===== src/rtl/bm_dag2_pkg.sv =====
// Shared constants and capture word type for the two-bit DAG microbenchmark.
// Optional parity bit in the capture word: BM_DAG2_CAPTURE_PARITY_EN.
package bm_dag2_pkg;
  localparam int BITS        = 2;
  localparam int LATENCY_DEF = 3;
  localparam int DEPTH_DEF   = 4;

`ifdef BM_DAG2_CAPTURE_PARITY_EN
  localparam int CAP_W = BITS + 2;
`else
  localparam int CAP_W = BITS + 1;
`endif

  // {parity (optional), res1, res0}
  typedef logic [CAP_W-1:0] cap_word_t;
endpackage


===== src/rtl/bm_dag2_capture_if.sv =====
// Producer/sink bundle for the DAG result-capture stage.
// Word width follows BM_DAG2_CAPTURE_PARITY_EN through cap_word_t.
interface bm_dag2_capture_if #(
  parameter int DEPTH = bm_dag2_pkg::DEPTH_DEF
);
  import bm_dag2_pkg::*;

  logic                         in_valid;
  logic [BITS-1:0]              res0_in;
  logic                         res1_in;
  logic                         out_valid;
  logic                         out_ready;
  cap_word_t                    out_data;
  logic [$clog2(DEPTH+1)-1:0]   count;
  logic                         overflow;

  modport master (
    output in_valid, res0_in, res1_in, out_ready,
    input  out_valid, out_data, count, overflow
  );

  modport slave (
    input  in_valid, res0_in, res1_in, out_ready,
    output out_valid, out_data, count, overflow
  );
endinterface


===== src/rtl/bm_dag2_capture_fifo.sv =====
// First-word-fall-through FIFO holding aligned capture words.
// Word width follows BM_DAG2_CAPTURE_PARITY_EN through cap_word_t.
module bm_dag2_capture_fifo
  import bm_dag2_pkg::*;
#(
  parameter int DEPTH = DEPTH_DEF,
  parameter int CW    = $clog2(DEPTH+1)
) (
  input  logic          clock,
  input  logic          reset_n,
  input  logic          i_push,
  input  cap_word_t     i_word,
  input  logic          i_pop,
  output cap_word_t     o_head,
  output logic [CW-1:0] o_count,
  output logic          o_full,
  output logic          o_empty
);
  localparam int AW = $clog2(DEPTH);

  cap_word_t     r_mem [DEPTH];
  logic [AW-1:0] r_wr_ptr;
  logic [AW-1:0] r_rd_ptr;
  logic [CW-1:0] r_count;
  logic          w_do_pop;
  logic          w_do_push;

  assign o_empty   = (r_count == '0);
  assign o_full    = (r_count == CW'(DEPTH));
  assign w_do_pop  = i_pop & ~o_empty;
  // A full FIFO still accepts a word when the head leaves in the same cycle.
  assign w_do_push = i_push & (~o_full | w_do_pop);
  assign o_head    = r_mem[r_rd_ptr];
  assign o_count   = r_count;

  always_ff @(posedge clock or negedge reset_n) begin
    if (!reset_n) begin
      r_wr_ptr <= '0;
      r_rd_ptr <= '0;
      r_count  <= '0;
      for (int i = 0; i < DEPTH; i++) r_mem[i] <= '0;
    end else begin
      if (w_do_push) begin
        r_mem[r_wr_ptr] <= i_word;
        r_wr_ptr        <= r_wr_ptr + 1'b1;
      end
      if (w_do_pop) r_rd_ptr <= r_rd_ptr + 1'b1;
      case ({w_do_push, w_do_pop})
        2'b10:   r_count <= r_count + 1'b1;
        2'b01:   r_count <= r_count - 1'b1;
        default: r_count <= r_count;
      endcase
    end
  end
endmodule


===== src/rtl/bm_dag2_capture.sv =====
// Realigns the DAG result pair with a tracked launch strobe and buffers it.
// Optional even-parity MSB on each stored word: BM_DAG2_CAPTURE_PARITY_EN.
module bm_dag2_capture
  import bm_dag2_pkg::*;
#(
  parameter int LATENCY = LATENCY_DEF,
  parameter int DEPTH   = DEPTH_DEF
) (
  input  logic               clock,
  input  logic               reset_n,
  bm_dag2_capture_if.slave   bus
);
  localparam int CW = $clog2(DEPTH+1);

  logic [LATENCY-1:0] r_vld;
  logic [LATENCY-2:0] r_res1;
  logic               r_overflow;
  logic               w_push;
  logic               w_res1_al;
  logic               w_full;
  logic               w_empty;
  logic               w_pop;
  cap_word_t          w_word;
  cap_word_t          w_head;
  logic [CW-1:0]      w_count;

  // res1 leaves the DAG one cycle after launch, res0 LATENCY cycles after,
  // so res1 needs one stage fewer than the launch strobe.
  always_ff @(posedge clock or negedge reset_n) begin
    if (!reset_n) begin
      r_vld  <= '0;
      r_res1 <= '0;
    end else begin
      r_vld[0]  <= bus.in_valid;
      r_res1[0] <= bus.res1_in;
      for (int i = 1; i < LATENCY; i++)     r_vld[i]  <= r_vld[i-1];
      for (int i = 1; i < LATENCY - 1; i++) r_res1[i] <= r_res1[i-1];
    end
  end

  assign w_push    = r_vld[LATENCY-1];
  assign w_res1_al = r_res1[LATENCY-2];

`ifdef BM_DAG2_CAPTURE_PARITY_EN
  assign w_word = {^{w_res1_al, bus.res0_in}, w_res1_al, bus.res0_in};
`else
  assign w_word = {w_res1_al, bus.res0_in};
`endif

  assign w_pop = ~w_empty & bus.out_ready;

  bm_dag2_capture_fifo #(
    .DEPTH (DEPTH),
    .CW    (CW)
  ) u_fifo (
    .clock   (clock),
    .reset_n (reset_n),
    .i_push  (w_push),
    .i_word  (w_word),
    .i_pop   (bus.out_ready),
    .o_head  (w_head),
    .o_count (w_count),
    .o_full  (w_full),
    .o_empty (w_empty)
  );

  always_ff @(posedge clock or negedge reset_n) begin
    if (!reset_n)                         r_overflow <= 1'b0;
    else if (w_push & w_full & ~w_pop)    r_overflow <= 1'b1;
  end

  assign bus.out_valid = ~w_empty;
  assign bus.out_data  = w_head;
  assign bus.count     = w_count;
  assign bus.overflow  = r_overflow;
endmodule


===== src/flat_wrapper.sv =====
// flat-port wrapper written by rule: the top's interface ports become plain ports
module bm_dag2_capture_flat import bm_dag2_pkg::*;
#(
  parameter int LATENCY = LATENCY_DEF,
  parameter int DEPTH   = DEPTH_DEF
)
  (clock, reset_n, bus_in_valid, bus_res0_in, bus_res1_in, bus_out_ready, bus_out_valid, bus_out_data, bus_count, bus_overflow);
  bm_dag2_capture_if #(.DEPTH(DEPTH)) bus_i ();
  input  logic clock;
  input  logic reset_n;
  input wire logic [$bits(bus_i.in_valid)-1:0] bus_in_valid;
  input wire logic [$bits(bus_i.res0_in)-1:0] bus_res0_in;
  input wire logic [$bits(bus_i.res1_in)-1:0] bus_res1_in;
  input wire logic [$bits(bus_i.out_ready)-1:0] bus_out_ready;
  output wire logic [$bits(bus_i.out_valid)-1:0] bus_out_valid;
  output wire logic [$bits(bus_i.out_data)-1:0] bus_out_data;
  output wire logic [$bits(bus_i.count)-1:0] bus_count;
  output wire logic [$bits(bus_i.overflow)-1:0] bus_overflow;
  assign bus_i.in_valid = bus_in_valid;
  assign bus_i.res0_in = bus_res0_in;
  assign bus_i.res1_in = bus_res1_in;
  assign bus_i.out_ready = bus_out_ready;
  assign bus_out_valid = bus_i.out_valid;
  assign bus_out_data = bus_i.out_data;
  assign bus_count = bus_i.count;
  assign bus_overflow = bus_i.overflow;
  bm_dag2_capture #(.LATENCY(LATENCY), .DEPTH(DEPTH)) u_core (.clock(clock), .reset_n(reset_n), .bus(bus_i));
endmodule

===== config.mk =====
export PLATFORM = sky130hd
export DESIGN_NAME = bm_dag2_capture_flat
export DESIGN_NICKNAME = d
export VERILOG_FILES = /design/src/rtl/bm_dag2_pkg.sv /design/src/rtl/bm_dag2_capture_if.sv /design/src/rtl/bm_dag2_capture_fifo.sv /design/src/rtl/bm_dag2_capture.sv /design/src/flat_wrapper.sv
export SDC_FILE = /design/constraint.sdc
export NUM_CORES = 1
export LEC_CHECK = 0
export ABC_AREA = 1
export CAP_MARGIN = 20
export CORE_MARGIN = 3
export CORE_UTILIZATION = 26
export DETAILED_ROUTE_END_ITERATION = 16
export PLACE_DENSITY_LB_ADDON = 0.05
export SLEW_MARGIN = 20
export SYNTH_ARGS = -nofsm -noshare
export SYNTH_HDL_FRONTEND = slang
export SYNTH_HIERARCHICAL = 1
export SYNTH_SLANG_ARGS = --single-unit
export TNS_END_PERCENT = 1

===== constraint.sdc =====
create_clock -name clock -period 5.61 [get_ports clock]
set_input_delay 0.8415 -clock clock [delete_from_list [all_inputs] [get_ports clock]]
set_output_delay 0.8415 -clock clock [all_outputs]
set_load 0.02 [all_outputs]

Word-level counts from Yosys, hierarchy flattened
Cells that the tools add are included.
{ "classes": {"add_sub_neg": 4, "magnitude_cmp": 3, "eq_ne": 3, "muxes": 7, "bitwise_logic": 10, "reduce_logical": 3} }
{ "op_table": {"columns": ["op", "n"], "rows": [
  ["12-bit bitwise mux", 1],
  ["3-bit 2-to-1 mux", 3],
  ["3-bit binary-select mux with 2-bit select", 1],
  ["3-bit demux with 2-bit select", 1],
  ["3-bit greater-or-equal comparator, second input constant", 2],
  ["2-bit inverter with 3-bit output", 2],
  ["3-bit case mux with 2 select lines", 1],
  ["2-bit by 1-bit adder with 2-bit output, second input constant", 2],
  ["1-bit bitwise AND", 4],
  ["3-bit by 1-bit adder with 3-bit output, second input constant", 1],
  ["3-bit equality test, second input constant", 1],
  ["3-bit logical NOT", 1],
  ["3-bit by 1-bit < comparator with 1-bit output, second input constant", 1],
  ["1-bit inverter", 3],
  ["3-bit by 1-bit subtractor with 3-bit output, second input constant", 1],
  ["2-bit by 1-bit equality test with 1-bit output, second input constant", 1],
  ["2-bit equality test, second input constant", 1],
  ["2-bit nonzero test", 1],
  ["1-bit logical AND", 1],
  ["1-bit OR", 1]
]} }
{ "totals": {"register_bits": 25, "inputBits": 7, "out_inout_bits": 8, "elab_cells": 40} }

Depth between registers and ports, before layout
Gate-level depths: netlist (run 1).
{ "depth": {"word_depth": 7, "depth_mapped": 11} }

Cells and area by module
Netlist (run 1), hierarchy kept.
{ "modules_own_cells": {"columns": ["mod", "instances", "cells_each", "area_per_inst_um2"], "rows": [
  ["bm_dag2_capture_fifo", 1, 119, 1023.5],
  ["bm_dag2_capture", 1, 13, 178.9]
]} }

Least setup slack after synthesis (run 1)
Ideal clock, no wire load.
{ "synth_path": {"path_kind": "input to register", "start": "in bus_out_ready", "end": "reg u_core.u_fifo.r_count[2] (netlist: u_core/u_fifo/o_count[2])", "arrival_ns": 2.023, "required_time_ns": 5.487, "path_slack_ns": 3.464, "cell_stages": 9, "path_buffers": 0, "cell_sequence": "inv_1 nand3_4 nand2_1 ha_1 inv_1 fa_1 nand2_1 nand3b_1 xor2_1"} }
{ "synth_between": {"elab_chain_len": 5, "elab_cells_between_ends": 7} }
{ "synth_rtl": {"columns": ["item", "line_no", "rtl"], "rows": [
  ["start: declaration", "flat_wrapper.sv:14", "input wire logic [$bits(bus_i.out_ready)-1:0] bus_out_ready;"],
  ["1-bit bitwise AND (*)", "bm_dag2_capture_fifo.sv:30", "assign w_do_pop = i_pop & ~o_empty;"],
  ["1-bit OR", "bm_dag2_capture_fifo.sv:32", "assign w_do_push = i_push & (~o_full | w_do_pop);"],
  ["1-bit bitwise AND", "bm_dag2_capture_fifo.sv:32", null],
  ["2-bit by 1-bit equality test with 1-bit output or 2-bit equality test (tied branches)", "bm_dag2_capture_fifo.sv:48", "case ({w_do_push, w_do_pop})"],
  ["3-bit case mux with 2 select lines or 2-bit nonzero test (tied branches)", null, null],
  ["end signal: assignment", "bm_dag2_capture_fifo.sv:49", "2'b10: r_count <= r_count + 1'b1;"],
  ["end signal: assignment", "bm_dag2_capture_fifo.sv:50", "2'b01: r_count <= r_count - 1'b1;"],
  ["end signal: assignment", "bm_dag2_capture_fifo.sv:51", "default: r_count <= r_count;"],
  ["end: declaration", "bm_dag2_capture_fifo.sv:24", "logic [CW-1:0] r_count;"]
]} }
Mark *: on every way between the ends. The rest lies on a longest branch, timed or not.
A chain may end at the register's enable or synchronous reset.

Final worst setup path (run 1)
{ "layout_path": {"start": "reg u_core.u_fifo.r_rd_ptr[0]", "end": "out bus_out_data[2]"} }
{ "layout_between": {"elab_chain_len": 4} }
{ "layout_rtl": {"columns": ["item", "line_no", "rtl"], "rows": [
  ["start: declaration", "bm_dag2_capture_fifo.sv:23", "logic [AW-1:0] r_rd_ptr;"],
  ["start signal: assignment", "bm_dag2_capture_fifo.sv:47", "if (w_do_pop) r_rd_ptr <= r_rd_ptr + 1'b1;"],
  ["2-bit inverter with 3-bit output (not written as such)", "bm_dag2_capture_fifo.sv:33", "assign o_head = r_mem[r_rd_ptr];"],
  ["3-bit binary-select mux with 2-bit select", "bm_dag2_capture_fifo.sv:33", null],
  ["3-bit 2-to-1 mux (not written as such) (2 in series)", "bm_dag2_capture_fifo.sv:33", null],
  ["end: declaration", "flat_wrapper.sv:16", "output wire logic [$bits(bus_i.out_data)-1:0] bus_out_data;"]
]} }
No other way between the ends. The select of a mux whose other input is x is not followed.

==> summary.md, run 1 <==
| Metric | Value |
|---|---|
| Status | `completed` |
| Diode count | `0` |
| Clock root cell | `sky130_fd_sc_hd__clkbuf_8` |
| Cell count after synthesis | `132` |
| Worst-case clock skew | `approximately 0.0015 ns` |
| Average via count per standard cell | `~4.5` |
| Clock-pin slew of the registers on the worst-case setup and hold paths | `roughly 0.08 ns` |
| GRT Residual Overflow | `0` |
| Least-Margin Pin Slew | `0.6128 ns` |
| Detailed Route WL | `around 2.4 mm` |
| Total of buffers placed on input and output ports | `14` |
| Violation count after the first detailed-route iteration | `44` |
| Library cells used by synthesis | `22` |
| Met2 Usage GRT | `0.1604` |
| Cell type with the largest total area after synthesis | `sky130_fd_sc_hd__dfrtp_1` |
| Level count of the clock H-tree | `1` |
| Most frequently used cell type in the post-synthesis netlist | `sky130_fd_sc_hd__nand2_1` |
| Count of yosys warnings during synthesis | `6` |
| Share of synthesized registers carrying an async set or reset | `1.000` |
| Net count after synthesis | `between 100 and 150` |
| Final-stage net count | `~160` |
| Number of placement rows | `24` |
| DP Area | `1389 um2` |
| Fill cells | `473` |
| Max_slew headroom | `0.5915` |
| Minimum hold slack | `0.3521 ns` |
| Power density normalized to cell area | `around 540 nW/um2` |
| Final WS setup | `~3 ns` |
| Top area cells in the synthesized netlist | `sky130_fd_sc_hd__dfrtp_1 (52%), sky130_fd_sc_hd__nand2_1 (12%), sky130_fd_sc_hd__nand4_1 (6.2%), sky130_fd_sc_hd__ha_1 (5.2%), sky130_fd_sc_hd__inv_1 (4.1%)` |
| Overall global routing resource usage | `0.1042` |
| Startpoint Class | `flop` |
| WP data arrival | `roughly 1.8 ns` |
| Initial antenna violation count | `0` |
| Initial DRT Pass Iterations | `4` |
| CTS resizes | `0` |
| Worst-Skew Late Latency | `approximately 0.26 ns` |
| Placeable core area | `between 4000 and 5000 um2` |
| Worst vdd rail ir drop | `approximately 0.13 mV` |
| Final instance area | `around 1400 um2` |
| Worst Path Class, Setup | `reg2out` |
| Clock sink count | `25` |
| Number of design rule violations left after detail routing | `0` |
| Total negative slack for setup checks | `0 ns` |
| Final Critical Period | `2.656 ns` |
| Worst setup timing slack at the placement stage | `roughly 2.7 ns` |
| HP Class | `reg2reg` |
| Wire length per cell after detailed routing | `12.20 um` |
| Seq cells post-synth | `25` |
| Number of primary I/O pins | `15` |
| Synth cell count leaders | `sky130_fd_sc_hd__nand2_1 (38), sky130_fd_sc_hd__dfrtp_1 (25), sky130_fd_sc_hd__inv_1 (13), sky130_fd_sc_hd__nand4_1 (12), sky130_fd_sc_hd__o21ai_0 (8)` |
| Number of synthesized flops with an enable pin | `0` |
| Area share of the largest cell type after synthesis | `0.5203` |
| Tcrit/Tclk final | `0.4734` |
| Commonest register cell after synthesis | `sky130_fd_sc_hd__dfrtp_1` |
| Critical path endpoint category | `output pin` |
| Largest net degree at the start of global routing | `26` |
| Mapped Area | `between 1000 and 1500 um2` |
| HPWL reported at the end of detailed placement | `approximately 1.9 mm` |
| GR Util met3 | `0.03243` |
| Number of setup violations in the final report | `0` |
| Count of buffers added by post-CTS timing repair for setup | `0` |
| Chip width | `~74 um` |
| Count of hold-fix buffers inserted at cts | `0` |
| Buffer depth of the longest clock path | `2` |
| Count of final hold-check violations | `0` |
| Initial core utilization | `0.2724` |
| Part of the Yosys area used for sequential elements | `0.5203` |
| Via count of the routed design | `roughly 900` |
| First-pass GRT wire length | `roughly 4.3 mm` |
| Post-DRT Antenna Nets | `0` |
| Required time of the critical path | `4.77 ns` |
| CP max FO | `8` |
| Count of max-cap constraint violations | `0` |
| Layout cells sized above 1 | `0.06122` |
| Leakage power | `around 0.7 nW` |
| Area growth from synthesis to final layout | `19.25%` |
| Busiest metal layer after global routing | `met2` |
| Routability-driven placement congestion ratio | `about 0.75` |
| Met1 GRT Util | `0.1387` |
| CTS buffer count | `3` |
| Die boundary height | `about 74 um` |
| Synth Area per Inst | `between 9 and 10 um2` |
| Maximum operating frequency | `about 0.38 GHz` |
| Max Slew Vio Count | `0` |
| Number of global-route vias before repair | `around 900` |
| TritonCTS clock tree | `done` |
| Die area | `roughly 5500 um2` |
| RSZ-0062 raised after global routing | `no` |
-- worst max-delay path: stages (launching register included) --
cell,delay [ns]
sky130_fd_sc_hd__dfrtp_1,0.47
sky130_fd_sc_hd__inv_1,0.22
sky130_fd_sc_hd__o21ai_0,0.12
sky130_fd_sc_hd__o22ai_1,0.13
sky130_fd_sc_hd__clkdlybuf4s50_1,0.62
-- cells in the final DEF (no fill, tap or decap), types with 2 or more instances in the layout --
master,n
sky130_fd_sc_hd__clkbuf_8,3
sky130_fd_sc_hd__clkdlybuf4s50_1,14
sky130_fd_sc_hd__dfrtp_1,25
sky130_fd_sc_hd__ha_1,5
sky130_fd_sc_hd__inv_1,13
sky130_fd_sc_hd__nand2_1,38
sky130_fd_sc_hd__nand3_1,5
sky130_fd_sc_hd__nand4_1,12
sky130_fd_sc_hd__nor2_1,6
sky130_fd_sc_hd__o21ai_0,8
sky130_fd_sc_hd__o22ai_1,3
sky130_fd_sc_hd__xnor2_1,2
sky130_fd_sc_hd__xor2_1,2
-- routing by layer --
metal	up-vias	part of all wire
met4	0	0.017
met5	-	0
met2	22	0.44
met1	414	0.49
li1	458	-
met3	4	0.054
-- metrics by stage --
step           power [mW]  std cells    util
2_1_floorplan      0.5468        132       -
6_report           0.7691        199  0.3248
3_3_place_gp       0.6703        195  0.3146
4_1_cts            0.7825        199  0.3248
5_1_grt            0.8457        199  0.3248
3_5_place_dp       0.6755        195  0.3146
-- path summary, 6_finish.rpt --
| path | depth (start not counted) | slack [ns] | endpoint | start |
|---|---|---|---|---|
| min in group asynchronous | 2 | 0.94 | u_core/u_fifo/r_rd_ptr[1] | reset_n |
| worst max register to register | 9 | 3.54 | u_core/u_fifo/o_count[2] | u_core/u_fifo/o_count[0] |
| worst max-delay path | 4 | 2.95 | bus_out_data[2] | u_core/u_fifo/r_rd_ptr[0] |
| worst min-delay path | 0 | 0.35 | u_core/r_res1[1] | u_core/r_res1[0] |
| worst min register to register | 0 | 0.35 | u_core/r_res1[1] | u_core/r_res1[0] |
| max in group asynchronous | 2 | 4.42 | u_core/u_fifo/r_mem[10] | reset_n |
-- final cells by class --
| class | instances | area [um2] | share of cell area |
|---|---|---|---|
| clock buffer | 4 | 45.04 | 0.03141 |
| timing repair buffer | 15 | 147.6 | 0.1030 |
| sequential | 25 | 625.6 | 0.4363 |
| tap | 52 | 65.06 | 0.04538 |
| inverter | 15 | 56.30 | 0.03927 |
| multi-input combinational | 88 | 494.2 | 0.3447 |
-- where the power goes --
| part | leakage, nW | total [mW] | switching, mW | internal (mW) |
|---|---|---|---|---|
| clock network | 0.0228 | 0.103 | 0.0523 | 0.0507 |
| logic | 0.373 | 0.353 | 0.197 | 0.156 |
| registers | 0.301 | 0.313 | 0.0653 | 0.248 |
| total | 0.697 | 0.769 | 0.315 | 0.454 |
-- kinds of logic after synthesis --
group           count (synthesis)  share of synthesized area
fa+ha+maj                       6                    0.06868
buf+inv                        19                    0.06867
xor+xnor                        4                    0.02914
compound gates                 11                    0.04891
simple gates                   67                     0.2643
flops                          25                     0.5203
-- sequential cells by signal (all words and copies together), names as in the netlist --
signal / flops
u_core/r_vld: 3
u_core/bus.overflow: 1
u_core/u_fifo/o_count: 3
u_core/r_res1: 2
u_core/u_fifo/r_mem: 12
u_core/u_fifo/r_wr_ptr: 2
u_core/u_fifo/r_rd_ptr: 2
Note: power is estimated with default switching activity, not from simulation.
==> run 2: changes to the inputs <==
Clock period 5.61 ns to 2.1 ns, I/O delays scaled along.
==> run 2 against run 1 <==
Core utilization is 0.60 points higher. Die area stayed put. Power grew to 2.7 times the previous value.
==> summary.md, run 2 (synthesized netlist as in run 1, its figures left out) <==
| Metric | Value |
|---|---|
| Number of placement rows | `24 (unchanged)` |
| WP data arrival | `1.62 ns (was 1.81 ns)` |
| Power density normalized to cell area | `1399 nW/um2 (was 536.4 nW/um2)` |
| Buffer depth of the longest clock path | `2 (unchanged)` |
| Worst vdd rail ir drop | `0.3991 mV (was 0.1283 mV)` |
| Number of global-route vias before repair | `918 (was 903)` |
| Fill cells | `461 (was 473)` |
| Worst-Skew Late Latency | `0.27 ns (was 0.26 ns)` |
| Worst-case clock skew | `0.002739 ns (was 0.001496 ns)` |
| Max Slew Vio Count | `0 (unchanged)` |
| Largest net degree at the start of global routing | `26 (unchanged)` |
| Number of cells traversed by the worst register-to-register path | `9 (unchanged)` |
| GRT Residual Overflow | `0 (unchanged)` |
| Chip width | `74.01 um (unchanged)` |
| Worst setup endpoint | `bus_out_valid (was bus_out_data[2])` |
| RR Endpoint | `u_core/u_fifo/o_count[2] (unchanged)` |
| CP max FO | `5 (was 8)` |
| Routability-driven placement congestion ratio | `0.6877 (was 0.7454)` |
| Least-Margin Pin Slew | `0.3318 ns (was 0.6128 ns)` |
| Most common cell after layout, fill and taps aside | `sky130_fd_sc_hd__nand2_1 (unchanged)` |
| RSZ-0062 raised after global routing | `no (unchanged)` |
| Maximum operating frequency | `between 0.5 and 0.6 GHz` |
| Total of buffers placed on input and output ports | `14 (unchanged)` |
| Final-stage net count | `165 (was 161)` |
| Startpoint Class | `flop (unchanged)` |
| Die area | `5477 um2 (unchanged)` |
| Crit Reg-Reg Startpoint | `u_core/u_fifo/o_count[0] (unchanged)` |
| Average via count per standard cell | `4.433 (was 4.513)` |
| Count of max-cap constraint violations | `0 (unchanged)` |
| Clock root cell | `sky130_fd_sc_hd__clkbuf_8 (unchanged)` |
| CTS buffer count | `3 (unchanged)` |
| Post-DRT Antenna Nets | `0 (unchanged)` |
| Count of hold-fix buffers inserted at cts | `0 (unchanged)` |
| Via count of the routed design | `900 (was 898)` |
| Commonest cells after routing, fill and taps aside | `sky130_fd_sc_hd__nand2_1 (38), sky130_fd_sc_hd__dfrtp_1 (25), sky130_fd_sc_hd__inv_1 (13) (was sky130_fd_sc_hd__nand2_1 (38), sky130_fd_sc_hd__dfrtp_1 (25), sky130_fd_sc_hd__clkdlybuf4s50_1 (14))` |
| Number of placed instances with taps included | `199 (was 195)` |
| Max_slew headroom | `0.7788 (was 0.5915)` |
| Overall Power | `2.043 mW (was 0.7691 mW)` |
| Tcrit/Tclk final | `0.9199` |
| Max reg flops | `12 (unchanged)` |
| Initial DRT Pass Iterations | `4 (unchanged)` |
| Final Util | `0.3308 (was 0.3248)` |
| Worst Path Class, Setup | `reg2out (unchanged)` |
| Placeable core area | `4414 um2 (unchanged)` |
| HP Class | `reg2reg (unchanged)` |
| Non-filler instance count after layout | `203 (was 199)` |
| Initial antenna violation count | `0 (unchanged)` |
| Detailed Route WL | `2.461 mm (was 2.428 mm)` |
| Clock sink count | `25 (unchanged)` |
| First-pass GRT wire length | `4.395 mm (was 4.271 mm)` |
| CTS resizes | `3 (was 0)` |
| Number of primary I/O pins | `15 (unchanged)` |
| Count of buffers added by post-CTS timing repair for setup | `0 (unchanged)` |
| Most flops, register | `u_core/u_fifo/r_mem (unchanged)` |
| Level count of the clock H-tree | `1 (unchanged)` |
| HPWL reported at the end of detailed placement | `1.817 mm (was 1.871 mm)` |
| Layout cells sized above 1 | `0.08609 (was 0.06122)` |
| Diode count | `0 (unchanged)` |
| Clock-pin slew of the registers on the worst-case setup and hold paths | `0.08 ns (about the same)` |
| Number of setup violations in the final report | `0 (unchanged)` |
| Critical path endpoint category | `output pin (unchanged)` |
| Violation count after the first detailed-route iteration | `38 (was 44)` |
| Overall global routing resource usage | `0.1045 (was 0.1042)` |
| Leakage power | `0.7219 nW (was 0.6968 nW)` |
| Count of final hold-check violations | `0 (unchanged)` |
| Initial core utilization | `0.2724 (unchanged)` |
| Area growth from synthesis to final layout | `21.44% (was 19.25%)` |
| Crit. Startpoint | `u_core/u_fifo/o_count[0] (was u_core/u_fifo/r_rd_ptr[0])` |
| Wire length per cell after detailed routing | `12.12 um (was 12.20 um)` |
| Number of design rule violations left after detail routing | `0 (unchanged)` |
| Die boundary height | `74.01 um (unchanged)` |
| Required time of the critical path | `1.78 ns (was 4.77 ns)` |
| Status | `completed (unchanged)` |
| Final Critical Period | `1.932 ns` |
| Internal reg-to-reg setup slack | `0.26 ns (was 3.54 ns)` |
| TritonCTS clock tree | `done (unchanged)` |
[run 2: cell types whose count changed in the layout (fill, tap and decap cells not counted)]
cell                              previous run  this run
sky130_fd_sc_hd__buf_4                       1         5
sky130_fd_sc_hd__clkdlybuf4s50_1            14        11
sky130_fd_sc_hd__dlygate4sd2_1               0         3
[run 2: layer usage]
metal	track usage	up-vias	routed length (um)
met5	0	-	0
met2	0.1663	14	1137
met3	0.03514	2	106
met1	0.1372	418	1202
li1	-	466	-
met4	0.02616	0	15
[run 2: final cells by class]
type	instances	area [um2]	area share
clock buffers	4	45.04	0.03085
inverters	15	56.30	0.03856
multi-input cells	88	494.2	0.3385
flip-flops and latches	25	625.6	0.4284
well taps	52	65.06	0.04456
repair buffers	19	173.9	0.1191
[run 2: power by group]
part           leakage (nW)  internal (mW)  switching (mW)  total [mW]
clock                0.0228          0.136           0.146       0.282
sequential            0.301          0.663           0.169       0.832
combinational         0.398          0.397           0.532       0.929
[run 2: through the flow]
stage                     setup slack, ns  instance area, um2  hold slack [ns]  setup TNS, ns
after detailed placement         -0.04062                1419           0.3381       -0.04062
final                              0.1682                1460           0.3557              0
after floorplan                    0.1954                1202          0.01941              0
after global routing              0.08379                1460           0.3732              0
after CTS                          0.1392                1460           0.3597              0
after global placement            0.03113                1419           0.3339              0
[run 2: worst max-delay path: stages (launching register included)]
cell	delay, ns
sky130_fd_sc_hd__dfrtp_1	0.45
sky130_fd_sc_hd__nor2_2	0.17
sky130_fd_sc_hd__nand2_1	0.09
sky130_fd_sc_hd__inv_1	0.07
sky130_fd_sc_hd__inv_2	0.04
sky130_fd_sc_hd__clkdlybuf4s50_1	0.52
[run 2: worst min-delay path by stage]
stage / startpoint / endpoint / slack (ns) / cells past startpoint
floorplan: reset_n / u_core/bus.overflow / 0.02 / 0
global placement: u_core/r_vld[1] / u_core/r_vld[2] / 0.33 / 0
detailed placement: u_core/r_vld[1] / u_core/r_vld[2] / 0.34 / 0
CTS: u_core/r_vld[1] / u_core/r_vld[2] / 0.36 / 0
global route: u_core/r_vld[0] / u_core/r_vld[1] / 0.37 / 0
finish: u_core/r_vld[1] / u_core/r_vld[2] / 0.36 / 0
==> run 3: changes to the inputs <==
Settings changed: ABC_AREA 1 to 0, CTS_CLUSTER_DIAMETER set to 80.
==> run 3 against run 2 <==
Worst setup slack lost 0.048 ns. Critical path type is now in2reg. First-iteration DRC count shrank 61%. Clock power shrank 2%. Via count shrank 24%. Clock-buffer cell count is the same.
==> summary.md, run 3 <==
| Metric | Value |
|---|---|
| Average via count per standard cell | `4.387 (was 4.433)` |
| Number of placed instances with taps included | `151 (was 199)` |
| Maximum cell stage delay along the critical path | `0.47 ns (was 0.52 ns)` |
| Buffer depth of the longest clock path | `2 (unchanged)` |
| Overall global routing resource usage | `0.09514 (was 0.1045)` |
| Number of design rule violations left after detail routing | `0 (unchanged)` |
| Final WS setup | `0.1206 ns (was 0.1682 ns)` |
| Mapped Area | `1116 um2 (was 1202 um2)` |
| Diode count | `0 (unchanged)` |
| Number of synthesized flops with an enable pin | `0 (unchanged)` |
| Initial core utilization | `0.2751 (was 0.2724)` |
| Count of hold-fix buffers inserted at cts | `0 (unchanged)` |
| RSZ-0062 raised after global routing | `yes (was no)` |
| TritonCTS clock tree | `done (unchanged)` |
| HP Class | `reg2reg (unchanged)` |
| Least-Margin Pin Slew | `0.3924 ns (was 0.3318 ns)` |
| Power density normalized to cell area | `1480 nW/um2 (was 1399 nW/um2)` |
| Clock sink count | `25 (unchanged)` |
| Final Critical Period | `1.979 ns (was 1.932 ns)` |
| Layout cells sized above 1 | `0.3048 (was 0.08609)` |
| Most common cell after layout, fill and taps aside | `sky130_fd_sc_hd__dfrtp_1 (was sky130_fd_sc_hd__nand2_1)` |
| Status | `completed (unchanged)` |
| Max Slew Vio Count | `0 (unchanged)` |
| Chip width | `71.52 um (was 74.01 um)` |
| Synth cell count leaders | `sky130_fd_sc_hd__dfrtp_1 (25), sky130_fd_sc_hd__mux2_2 (13), sky130_fd_sc_hd__inv_1 (6) (was sky130_fd_sc_hd__nand2_1 (38), sky130_fd_sc_hd__dfrtp_1 (25), sky130_fd_sc_hd__inv_1 (13), sky130_fd_sc_hd__nand4_1 (12), sky130_fd_sc_hd__o21ai_0 (8))` |
| Number of primary I/O pins | `15 (unchanged)` |
| RR Endpoint | `u_core/u_fifo/o_count[2] (unchanged)` |
| WP data arrival | `2.17 ns (was 1.62 ns)` |
| Required time of the critical path | `2.29 ns (was 1.78 ns)` |
| Routability-driven placement congestion ratio | `0.7248 (was 0.6877)` |
| GRT Residual Overflow | `0 (unchanged)` |
| HPWL reported at the end of detailed placement | `1.509 mm (was 1.817 mm)` |
| Commonest register cell after synthesis | `sky130_fd_sc_hd__dfrtp_1 (unchanged)` |
| Detailed Route WL | `2.046 mm (was 2.461 mm)` |
| Die area | `5114 um2 (was 5477 um2)` |
| Critical-path cell with the highest stage delay | `sky130_fd_sc_hd__clkdlybuf4s50_1 (unchanged)` |
| Worst-case clock skew | `0.001227 ns (was 0.002739 ns)` |
| Area share of the largest cell type after synthesis | `0.5605 (was 0.5203)` |
| CTS buffer count | `3 (unchanged)` |
| Startpoint Class | `input pin (was flop)` |
| Level count of the clock H-tree | `1 (unchanged)` |
| Worst-Skew Late Latency | `0.26 ns (was 0.27 ns)` |
| Most frequent CP cell | `sky130_fd_sc_hd__xor2_1` |
| Library cells used by synthesis | `19 (was 22)` |
| Max reg flops | `12 (unchanged)` |
| Cell count after synthesis | `78 (was 132)` |
| Startpoint of the worst hold path | `u_core/r_vld[1] (unchanged)` |
| Tcrit/Tclk final | `0.9426 (was 0.9199)` |
| Post-DRT Antenna Nets | `0 (unchanged)` |
| Initial DRT Pass Iterations | `2 (was 4)` |
| Initial antenna violation count | `0 (unchanged)` |
| Wire length per cell after detailed routing | `13.20 um (was 12.12 um)` |
| Critical path endpoint category | `flop (was output pin)` |
| Synth Area per Inst | `14.31 um2 (was 9.109 um2)` |
| Net count after synthesis | `91 (was 145)` |
| Clock-pin slew of the registers on the worst-case setup and hold paths | `0.08 ns (about the same)` |
| Die boundary height | `71.52 um (was 74.01 um)` |
| Via count of the routed design | `680 (was 900)` |
| Cells along the critical path | `clkdlybuf4s50_1 -> nor4b_4 -> nand2b_2 -> ha_1 -> inv_1 -> fa_1 -> xor2_1 -> nor2_1 -> xor2_1 (was nor2_2 -> nand2_1 -> inv_1 -> inv_2 -> clkdlybuf4s50_1)` |
| Crit. Startpoint | `bus_out_ready (was u_core/u_fifo/o_count[0])` |
| Area growth from synthesis to final layout | `28.59% (was 21.44%)` |
| Number of cells traversed by the worst register-to-register path | `8 (was 9)` |
| Placeable core area | `4058 um2 (was 4414 um2)` |
| Part of the Yosys area used for sequential elements | `0.5605 (was 0.5203)` |
| Final-stage net count | `119 (was 165)` |
| Count of max-cap constraint violations | `0 (unchanged)` |
| Final Util | `0.3537 (was 0.3308)` |
| Leakage power | `0.6361 nW (was 0.7219 nW)` |
| Non-filler instance count after layout | `155 (was 203)` |
| Most flops, register | `u_core/u_fifo/r_mem (unchanged)` |
| Worst vdd rail ir drop | `0.5853 mV (was 0.3991 mV)` |
| Total of buffers placed on input and output ports | `14 (unchanged)` |
| Clock root cell | `sky130_fd_sc_hd__clkbuf_8 (unchanged)` |
| Overall Power | `2.123 mW (was 2.043 mW)` |
| Cell type with the largest total area after synthesis | `sky130_fd_sc_hd__dfrtp_1 (unchanged)` |
| Max_slew headroom | `0.7374 (was 0.7788)` |
| Top area cells in the synthesized netlist | `sky130_fd_sc_hd__dfrtp_1 (56%), sky130_fd_sc_hd__mux2_2 (13%), sky130_fd_sc_hd__mux4_2 (6.1%), sky130_fd_sc_hd__ha_1 (5.6%), sky130_fd_sc_hd__xnor2_1 (2.4%) (was sky130_fd_sc_hd__dfrtp_1 (52%), sky130_fd_sc_hd__nand2_1 (12%), sky130_fd_sc_hd__nand4_1 (6.2%), sky130_fd_sc_hd__ha_1 (5.2%), sky130_fd_sc_hd__inv_1 (4.1%))` |
| Number of placement rows | `23 (was 24)` |
| Seq cells post-synth | `25 (unchanged)` |
| Internal reg-to-reg setup slack | `0.17 ns (was 0.26 ns)` |
| Violation count after the first detailed-route iteration | `15 (was 38)` |
| Crit Reg-Reg Startpoint | `u_core/u_fifo/o_count[1] (was u_core/u_fifo/o_count[0])` |
| Largest net degree at the start of global routing | `26 (unchanged)` |
| Most frequently used cell type in the post-synthesis netlist | `sky130_fd_sc_hd__dfrtp_1 (was sky130_fd_sc_hd__nand2_1)` |
| Number of setup violations in the final report | `0 (unchanged)` |
| CP max FO | `2 (was 5)` |
| First-pass GRT wire length | `3.608 mm (was 4.395 mm)` |
| Worst Path Class, Setup | `in2reg (was reg2out)` |
| Commonest cells after routing, fill and taps aside | `sky130_fd_sc_hd__dfrtp_1 (24), sky130_fd_sc_hd__mux2_2 (13), sky130_fd_sc_hd__clkdlybuf4s50_1 (10), sky130_fd_sc_hd__buf_4 (10), sky130_fd_sc_hd__inv_1 (6) (was sky130_fd_sc_hd__nand2_1 (38), sky130_fd_sc_hd__dfrtp_1 (25), sky130_fd_sc_hd__inv_1 (13))` |
| Share of synthesized registers carrying an async set or reset | `1.000 (unchanged)` |
| Maximum operating frequency | `0.5052 GHz (was 0.5177 GHz)` |
| Number of global-route vias before repair | `738 (was 918)` |
| Count of yosys warnings during synthesis | `6 (unchanged)` |
| Count of final hold-check violations | `0 (unchanged)` |
| Worst setup endpoint | `u_core/u_fifo/o_count[2] (was bus_out_valid)` |
| Worst setup timing slack at the placement stage | `-0.1721 ns (was -0.04062 ns)` |
-- run 3: changes by cell type after synthesis, moves of 3 or more --
cell / delta
sky130_fd_sc_hd__nand4_1: -12
sky130_fd_sc_hd__inv_1: -7
sky130_fd_sc_hd__mux2_2: +13
sky130_fd_sc_hd__o22ai_1: -3
sky130_fd_sc_hd__nand3_1: -5
sky130_fd_sc_hd__nand2_1: -33
sky130_fd_sc_hd__o21ai_0: -8
sky130_fd_sc_hd__mux4_2: +3
sky130_fd_sc_hd__buf_2: -3
-- run 3: worst min-delay path by stage --
stage	end	slack (ns)	depth (start not counted)
after floorplan	u_core/bus.overflow	0.02	0
after global placement	u_core/r_vld[2]	0.33	0
after detailed placement	u_core/r_res1[1]	0.34	0
after CTS	u_core/r_res1[1]	0.36	0
after global routing	u_core/r_res1[1]	0.36	0
final	u_core/r_vld[2]	0.36	0
-- run 3: critical path: cells and delay by family --
| family | cells | cell delay, ns |
|---|---|---|
| xor+xnor | 2 | 0.30 |
| fa+ha+maj | 2 | 0.53 |
| buf+inv | 2 | 0.52 |
| simple gates | 3 | 0.51 |
-- run 3: logic make-up (layout without fill, tap and decap cells) --
family | count (synthesis) | count (layout) | share of synthesized area
flops | 25 | 25 | 0.5605
mux | 17 | 17 | 0.2007
simple gates | 15 | 15 | 0.07848
buf+inv | 7 | 34 | 0.02354
fa+ha+maj | 6 | 6 | 0.07399
xor+xnor | 6 | 6 | 0.04709
compound gates | 2 | 2 | 0.01570
-- run 3: final cells by class --
| type | count | area, um2 |
|---|---|---|
| Clock buffer | 4 | 45.04 |
| Fill cell | 404 | 2623 |
| Inverter | 6 | 22.52 |
| Multi-Input combinational cell | 46 | 464.2 |
| Sequential cell | 25 | 626.9 |
| Tap cell | 50 | 62.56 |
| Timing Repair Buffer | 24 | 214.0 |
-- run 3: power by group --
part | internal (mW) | total [mW] | switching [mW] | leakage, nW
combinational | 0.561 | 1.00 | 0.440 | 0.324
clock | 0.136 | 0.277 | 0.141 | 0.0228
sequential | 0.691 | 0.846 | 0.155 | 0.289
-- run 3: layer usage --
layer,GRT usage,up-vias,part of all wire
met2,0.1490,15,0.48
met5,0,-,0
li1,-,318,-
met4,0.04384,0,0.019
met1,0.1219,343,0.46
met3,0.02665,4,0.046
-- run 3: repair_timing --
item / CTS / global route
cloned: 0 / 0
setup buffers: 0 / 0
setup endpoints to repair: 3 / 2
gates resized for setup: 4 / 1
pin swaps: 0 / 0
hold endpoints to repair: 0 / 0
-- run 3: metrics by stage --
stage | hold WS, ns | setup TNS, ns | cell area [um2]
floorplan | 0.01941 | 0 | 1116
global placement | 0.3331 | -0.1347 | 1390
detailed placement | 0.3371 | -0.1721 | 1390
CTS | 0.3572 | 0 | 1433
global route | 0.3644 | -0.003198 | 1435
finish | 0.3557 | 0 | 1435
==> edit: new RTL, config.mk and constraints of run 1 <==
Build with the macro `BM_DAG2_CAPTURE_PARITY_EN` defined.
--- a/src/rtl/bm_dag2_pkg.sv
+++ b/src/rtl/bm_dag2_pkg.sv
@@ -1,5 +1,7 @@
 // Shared constants and capture word type for the two-bit DAG microbenchmark.
 // Optional parity bit in the capture word: BM_DAG2_CAPTURE_PARITY_EN.
+`define BM_DAG2_CAPTURE_PARITY_EN
+
 package bm_dag2_pkg;
   localparam int BITS        = 2;
   localparam int LATENCY_DEF = 3;
Ports: changed (resized bus_out_data); port bits go from 15 to 16. No check against the original RTL was run, so the function may have changed too.
==> edit against run 1 <==
  * Worst setup slack lost 59 ps
  * Worst hold slack got worse by 5.1 ps
  * Clock power increased by 58%
  * Critical path depth unchanged
  * Wire length up 35%
  * Total power is 26% higher
  * Cell area is 20% higher
  * Sequential cell count up 4
  * Synthesized area grew 19%
  * Highest routed layer unchanged
==> edit: results (changes against run 1) <==
timing:
  hold_ws_ps: 347  # -5.08 ps
placement:
  dp.final_hpwl_um: 2450  # +31%
  placed_cells: 242  # +24%
worst_setup_path:
  worstReg2RegStart: "u_core/u_fifo/o_count[1]"
  r2r_slack_ps: 3510  # -30 ps
  timing.critical_path.arrival_ps: 1870  # +60 ps
  crit_path_end: "bus_out_data[0]"
drt:
  met2_wirelength_um: 1470  # +37%
  drt_iter0_markers: 51  # +16%
  wl_met3_um: 166  # +27%
synth:
  fraction_of_the_mapped_netlist_area_in_adder_cells: 0.0576  # -0.0111
  netlist_top_cells_count: "sky130_fd_sc_hd__nand2_1, sky130_fd_sc_hd__dfrtp_1, sky130_fd_sc_hd__inv_1, sky130_fd_sc_hd__nand4_1, sky130_fd_sc_hd__nor2_1"
  synth-xor-area-share: 0.0244  # -0.00470
  netlist_top_cells_area: "sky130_fd_sc_hd__dfrtp_1, sky130_fd_sc_hd__nand2_1, sky130_fd_sc_hd__nand4_1"
  synth.net_count: 174  # +20%
finish:
  instances_no_fill: 250  # +26%
  fill_cell_total_of_the_finished_layout: 559  # +18%
  largest_register_ffs: 16  # +4
  num-nets-final: 192  # +19%
clocking:
  clkSlewWorstSetupHoldPaths_ps: 60  # -20 ps
  cts_max_level: 2  # +1
power_and_ir_drop:
  p_seq_frac: 0.383  # -0.025
  ir_drop_worst_case_vdd_mv: 0.195  # +52%
grt:
  via_count_of_the_first_global_routing_pass: 1068  # +18%
  grt_start_max_net_pins: 30  # +15%
outcome:
  outcome: "completed"
-- edit: changes by cell type after synthesis, moves of 2 or more --
cell | run 1 | this run
sky130_fd_sc_hd__dfrtp_1 | 25 | 29
sky130_fd_sc_hd__inv_1 | 13 | 16
sky130_fd_sc_hd__o21ai_1 | 0 | 6
sky130_fd_sc_hd__nor2_1 | 6 | 8
sky130_fd_sc_hd__o21ai_0 | 8 | 4
sky130_fd_sc_hd__nand4_1 | 12 | 16
sky130_fd_sc_hd__nand3_1 | 5 | 7
sky130_fd_sc_hd__nand2_1 | 38 | 49
-- edit: metrics by stage --
stage	setup slack (ps)	total power, uW
final	2890	971
after global routing	2790	1050
after CTS	2860	982
after detailed placement	2720	814
after global placement	2820	804
after floorplan	3410	653
-- edit: cell type report --
cell class / instances / area (um2) / area share
timing repair buffer: 16 / 158 / 0.0913
inverter: 17 / 63.8 / 0.0370
multi-input combinational: 110 / 612 / 0.354
tap: 70 / 87.6 / 0.0507
sequential: 29 / 726 / 0.420
clock buffer: 8 / 80.1 / 0.0464
